## src/rtl/i_ddr_deser.sv

```systemverilog
// ============================================================================
// Module   : i_ddr_deser
// Purpose  : Packs I_DDR bit-pairs LSB-first into WIDTH-bit words with
//            pair-granular bitslip, valid/ready output and sticky overflow.
// Revision : 1.0
// ============================================================================
`default_nettype none

module i_ddr_deser #(
   parameter int WIDTH = 8
) (
   input  logic             C,
   input  logic             R,
   input  logic             E,
   input  logic [1:0]       D,
   input  logic             BITSLIP,
   output logic [WIDTH-1:0] Q,
   output logic             Q_VALID,
   input  logic             Q_READY,
   output logic             OVERFLOW
);

   localparam int c_PAIRS = WIDTH / 2;
   localparam int c_CW    = (c_PAIRS > 1) ? $clog2(c_PAIRS) : 1;
   localparam logic [c_CW-1:0] c_LAST = c_CW'(c_PAIRS - 1);

   logic [WIDTH-1:0] r_sr;
   logic [c_CW-1:0]  r_cnt;
   logic [WIDTH-1:0] r_q;
   logic             r_qv;
   logic             r_ov;

   logic             w_accept;
   logic             w_last;
   logic             w_complete;
   logic [WIDTH-1:0] w_word;

   // A bitslip pulse swallows the current pair, shifting alignment by one pair.
   assign w_accept   = E & ~BITSLIP;
   assign w_last     = (r_cnt == c_LAST);
   assign w_complete = w_accept & w_last;
   assign w_word     = {D, r_sr[WIDTH-1:2]};

   always_ff @(posedge C) begin
      if (!R) begin
         r_sr  <= '0;
         r_cnt <= '0;
         r_q   <= '0;
         r_qv  <= 1'b0;
         r_ov  <= 1'b0;
      end else begin
         if (w_accept) begin
            r_sr  <= w_word;
            r_cnt <= w_last ? '0 : r_cnt + c_CW'(1);
         end
         if (w_complete) begin
            // Load when the slot is empty or being consumed on this same edge.
            if (!r_qv || Q_READY) begin
               r_q  <= w_word;
               r_qv <= 1'b1;
            end else begin
               r_ov <= 1'b1;
            end
         end else if (r_qv && Q_READY) begin
            r_qv <= 1'b0;
         end
      end
   end

   assign Q        = r_q;
   assign Q_VALID  = r_qv;
   assign OVERFLOW = r_ov;

endmodule

`default_nettype wire

```

## config.mk

```make
export PLATFORM = sky130hd
export DESIGN_NAME = i_ddr_deser
export DESIGN_NICKNAME = d
export VERILOG_FILES = /design/src/rtl/i_ddr_deser.sv
export SDC_FILE = /design/constraint.sdc
export NUM_CORES = 1
export LEC_CHECK = 0
export ABC_AREA = 1
export ABC_CLOCK_PERIOD_IN_PS = 1200
export BUFFER_PORTS_ARGS = -buffer_cell sky130_fd_sc_hd__buf_4
export CORE_AREA = 2 2 44 46
export CTS_BUF_LIST = sky130_fd_sc_hd__clkbuf_16
export CTS_CLUSTER_DIAMETER = 150
export CTS_CLUSTER_SIZE = 12
export DETAILED_ROUTE_END_ITERATION = 7
export DIE_AREA = 0 0 46 48
export PLACE_DENSITY = 0.65
export SKIP_CTS_REPAIR_TIMING = 1
export SYNTH_ARGS = -nofsm -noshare
export SYNTH_HDL_FRONTEND = slang
export SYNTH_SLANG_ARGS = --single-unit
```

## constraint.sdc

```tcl
create_clock -name C -period 1.2 [get_ports C]
set_clock_uncertainty 0.1 [all_clocks]
set_input_delay 0.12 -clock C [delete_from_list [all_inputs] [get_ports C]]
set_output_delay 0.12 -clock C [all_outputs]
set_load 0.05 [all_outputs]
```

==> results of run 1 <==
-- layer usage --
layer	global-route usage	wire, um
met5	0	0
met2	0.175	535
met4	0.120	46
met1	0.189	669
met3	0.0566	71
-- cells in the mapped netlist --
cell / instances
dfxtp_1: 18
buf_4: 2
nor2_4: 1
nand3_2: 1
nand4_1: 8
ha_1: 1
nor2_1: 22
a21oi_1: 8
o21ai_0: 7
inv_1: 13
nand2_1: 12
buf_2: 2
nor2_2: 1
-- path summary, 6_finish.rpt --
check | end | slack, ns | cells after the start
min | Q[3] | 0.08 | 3
max reg2reg | Q[2] | 0.08 | 5
min reg2reg | r_sr[3] | 0.36 | 2
max | Q[2] | 0.08 | 5
-- area by class of cell --
class,instances,area share
Tap cell,17,0.0221
Multi-Input combinational cell,61,0.327
Clock buffer,3,0.0779
Inverter,13,0.0506
Timing Repair Buffer,18,0.140
Sequential cell,18,0.378
Clock inverter,1,0.00390
-- worst register-to-register path: stages (launching register included) --
cell and delay, ns:
dfxtp_2 0.36, ha_4 0.15, nand3_4 0.09, nor2_4 0.21, nor2_1 0.06, nor2_1 0.09
-- cell families (layout without fill, tap and decap cells) --
family	Yosys count	count (layout)	synth area share
compound gates	15	15	0.103
fa+ha+maj	1	1	0.0172
buf+inv	17	35	0.102
flops	18	18	0.496
simple gates	45	45	0.282
-- sequential cells by signal (all words and copies together) (netlist names) --
name / flops
Q: 8
r_cnt: 2
OVERFLOW: 1
Q_VALID: 1
r_sr: 6
-- metrics by stage --
stage                     setup WS [ns]   util  cell area [sq um]  cells
after floorplan                  0.0137      -                728     96
after global placement           0.0706  0.509                860    127
after detailed placement        0.00662  0.509                860    127
after CTS                       -0.0107  0.556                938    131
after global routing           -0.00786  0.570                963    131
final                            0.0824  0.570                963    131
-- power by group through the flow --
stage          Combinational [W]  Clock (W)  Sequential [W]
6_report               0.0000992   0.000666        0.000629
5_1_grt                 0.000115   0.000711        0.000631
4_1_cts                0.0000966   0.000684        0.000626
3_5_place_dp           0.0000966          0        0.000639
3_3_place_gp           0.0000948          0        0.000638
2_1_floorplan          0.0000586          0        0.000644
==> summary.md, run 1 <==
| Metric | Value |
|---|---|
| Outcome | `finished clean` |
| Ranking of synthesized cells by area | `dfxtp_1 50%, nor2_1 11%, nand4_1 6.9%` |
| Worst-path clk slew | `0.05 ns` |
| Synth area leader | `dfxtp_1` |
| CP max stage delay | `0.36 ns` |
| Antenna Nets Post-Route | `0` |
| Hold Crit Start | `R` |
| Slowest cell on crit path | `dfxtp_2` |
| Worst-Margin Slew | `0.374 ns` |
| Area Growth Syn to Fin | `32.5%` |
| Commonest non-fill, non-tap cell in the layout | `nor2_1` |
| Hold Vio Cnt, Final | `0` |
| CTS tree | `yes` |
| Min Clock Period, post-route | `1.12 ns` |
| Power Dens Cells | `1450 nW/um^2` |
| Max clock buf depth | `2` |
| CP endpoint kind | `flip-flop` |
| Final Max Slew Viols | `0` |
| Nets | `123` |
| Pleak | `0.432 nW` |
| Via count | `618` |
| Most frequent cells in the layout | `21 x nor2_1, 18 x buf_4, 15 x dfxtp_1` |
| Peak supply drop | `0.765 mV` |
| Drt total wl | `1.32 mm` |
| CP startpoint | `r_cnt[0]` |
| Initial antenna violation count | `0` |
| Clock share of power | `0.478` |
| Share of post-route cells with drive strength above 1 | `0.254` |
| Total power draw | `0.00139 W` |
| Synth top area share | `0.496` |
| Post-synthesis sequential area ratio | `0.496` |
| Cell variety after synth | `13` |
| Crit-path leading delay family | `simple AND/OR/NAND/NOR gates` |
| Sw Share | `0.211` |
| Number of port buffers | `16` |
| Startpoint types | `flip-flop` |
| Max-Cap Viols | `0` |
| Number of setup violations in the final report | `0` |
| FMAX | `0.895 GHz` |
| GRT Overall Usage | `0.142` |
| Post-Syn Area | `727 sq um` |
| First DRT Iteration DRCs | `12` |
| Via density | `4.72` |
| Req. time, crit path | `1.29 ns` |
| Pint | `0.00110 W` |
| Worst-path fanout max | `8` |
| DR WL/cell | `10.1 um` |
| GPL Wtd Cong | `0.708` |
| CTS buffer count | `3` |
| First-pass GRT wire length | `2.08 mm` |
| HP Class | `in2reg` |
| Register bit total from synthesis | `18` |
| Width of the die | `46 um` |
| Vias in the first global route | `484` |
| Fin crit share | `0.931` |
| Post-DP HPWL | `1.00 mm` |
| Initial core utilization | `0.430` |
| Antenna fix cells | `0` |
| First-pass detailed-route iteration total | `6` |
| Post-Synthesis Cells | `96` |
| GRT overflow | `0` |
| WP data arrival | `1.20 ns` |
| Clk_lat worst skew | `0.25 ns` |
| Comb power frac | `0.071` |
| Syn avg cell area | `7.57 sq um` |
| Clk root buf | `clkbuf_16` |
| Top cell by count, worst path | `nor2_1` |
| Slew margin rel. | `0.750` |
| H-tree depth | `1` |
| Pin count of the biggest net entering global routing | `17` |
| Sequential cell area | `364 sq um` |
| Die area | `2210 sq um` |
| DRC violations left | `0` |
| Bufs and invs on worst path | `0` |
| Total core area | `1690 sq um` |
| Net Sw Power | `0.000294 W` |
| Critical path, cell by cell | `ha_4, nand3_4, nor2_4, nor2_1, nor2_1` |
| Crit Path Class | `reg2reg` |
| Hold Slack | `0.0821 ns` |
| Yosys warning count | `0` |
| R2r startpoint | `r_cnt[0]` |
| Syn nets | `104` |
| FILL cells | `161` |
| Number of I/O pins | `17` |
| Num Clock Sinks | `18` |
| Setup_tns | `0 ns` |
| Flop pwr share | `0.451` |
| RSZ-0062 raised after global routing | `yes` |
| Rows | `15` |
| Vert. Die Dim | `48 um` |
| Multi-input gate area | `315 sq um` |
(Power assumes the default switching activity.)
==> run 2, diff against run 1 <==
- CORE_AREA: 2 2 44 46 -> 2 2 42 44
- CTS_BUF_LIST: sky130_fd_sc_hd__clkbuf_16 -> sky130_fd_sc_hd__clkbuf_8
- DIE_AREA: 0 0 46 48 -> 0 0 44 46
- PLACE_DENSITY: 0.65 -> 0.84
==> run 2 against run 1 <==
Net effect:
- global-route usage rose by 0.54 points
- die area fell by 8.3%
- combinational power rose by 5%
- utilization rose by 2.0 points
- maximum frequency fell by 4.3%
- critical path type unchanged
- non-clock buffer count rose by 1
- highest routed layer unchanged
- sequential share of layout area rose by 0.66 points
==> summary.md, run 2 (synthesized netlist as in run 1, its figures left out) <==
| Metric | Value |
|---|---|
| Outcome | `finished clean` |
| Most frequent cells in the layout | `21 x nor2_1, 19 x buf_4, 15 x dfxtp_1` |
| Rows | `15` |
| Fin area | `953 sq um` |
| Post-DP HPWL | `951 um` |
| Die area | `2020 sq um` |
| Hold Vio Cnt, Final | `0` |
| Max clock buf depth | `2` |
| DRC violations left | `0` |
| FMAX | `0.857 GHz` |
| Area Growth Syn to Fin | `31.2%` |
| Worst-path clk slew | `0.07 ns` |
| Pleak | `0.425 nW` |
| First DRT Iteration DRCs | `11` |
| Worst-path fanout max | `3` |
| Vert. Die Dim | `46 um` |
| Number of I/O pins | `17` |
| Startpoint types | `flip-flop` |
| Num Clock Sinks | `18` |
| Share of post-route cells with drive strength above 1 | `0.278` |
| Placed cell areas | `860 sq um` |
| Antenna Nets Post-Route | `0` |
| Sequential cell area | `367 sq um` |
| Crit Path Class | `reg2reg` |
| GRT overflow | `0` |
| Hold Crit Start | `D[1]` |
| First-pass GRT wire length | `2.12 mm` |
| DR WL/cell | `11.3 um` |
| Drt total wl | `1.49 mm` |
| Total core area | `1610 sq um` |
| Post-placement cell count | `127` |
| Vias in the first global route | `508` |
| GPL Wtd Cong | `0.756` |
| Pin count of the biggest net entering global routing | `17` |
| R2r startpoint | `r_cnt[0]` |
| Initial antenna violation count | `0` |
| Antenna fix cells | `0` |
| WP data arrival | `1.26 ns` |
| Initial core utilization | `0.450` |
| First-pass detailed-route iteration total | `4` |
| Clk_lat worst skew | `0.25 ns` |
| Non-Filler Instances | `132` |
| FILL cells | `138` |
| Peak supply drop | `0.699 mV` |
| Req. time, crit path | `1.29 ns` |
| Max-Cap Viols | `0` |
| CP startpoint | `r_cnt[0]` |
| Via count | `669` |
| Min Clock Period, post-route | `1.17 ns` |
| Number of port buffers | `16` |
| H-tree depth | `1` |
| Nets | `124` |
| CP endpoint kind | `flip-flop` |
| Power Dens Cells | `1280 nW/um^2` |
| Clk root buf | `clkbuf_8` |
| Final Max Slew Viols | `0` |
| Number of setup violations in the final report | `0` |
| Multi-input gate area | `319 sq um` |
| CTS buffer count | `3` |
| Worst-Margin Slew | `0.380 ns` |
| Fin crit share | `0.973` |
| HP Class | `in2reg` |
| CTS tree | `yes` |
| Width of the die | `44 um` |
| Largest register FFs | `8` |
| Via density | `5.07` |
| Slew margin rel. | `0.747` |
| Commonest non-fill, non-tap cell in the layout | `nor2_1` |
| GRT Overall Usage | `0.148` |
run 2: metrics by stage:
stage          hold WS (ns)  worst slack, ns  TNS [ns]   util  total power, W
2_1_floorplan         0.158           0.0137         0      -        0.000703
3_3_place_gp          0.323           0.0830         0  0.533        0.000731
3_5_place_dp          0.335           0.0423         0  0.533        0.000734
4_1_cts              0.0707           0.0211         0  0.567         0.00122
5_1_grt              0.0770          -0.0235   -0.0575  0.591         0.00127
6_report             0.0717           0.0327         0  0.591         0.00122
run 2: area by class of cell:
class / count / area share
Clock buffer: 4 / 0.0577
Inverter: 13 / 0.0512
Multi-Input combinational cell: 61 / 0.335
Sequential cell: 18 / 0.385
Tap cell: 17 / 0.0223
Timing Repair Buffer: 19 / 0.150
run 2: worst max-delay path: stages, from the launching register on:
cell and delay, ns:
dfxtp_4 0.37, ha_4 0.15, nand3_4 0.09, buf_4 0.14
nor2_1 0.13, nor2_1 0.06, nor2_1 0.08
run 2: where the power goes:
| group | total (W) | internal [W] | switching [W] |
|---|---|---|---|
| Combinational | 0.000104 | 0.0000400 | 0.0000639 |
| Clock | 0.000493 | 0.000292 | 0.000201 |
| Sequential | 0.000628 | 0.000617 | 0.0000112 |
| Total | 0.00122 | 0.000949 | 0.000276 |
run 2: final timing paths:
| path | endpoint | slack (ns) | cells after the start |
|---|---|---|---|
| min reg2reg | r_sr[3] | 0.36 | 2 |
| max reg2reg | OVERFLOW | 0.03 | 6 |
| max | OVERFLOW | 0.03 | 6 |
| min | r_sr[7] | 0.07 | 3 |
run 2: per-layer routing:
metal | vias to the layer above | share of wire | GRT usage
li1 | 342 | - | -
met1 | 304 | 0.44 | 0.182
met2 | 19 | 0.48 | 0.224
met3 | 4 | 0.054 | 0.0357
met4 | 0 | 0.026 | 0.109
met5 | - | 0 | 0
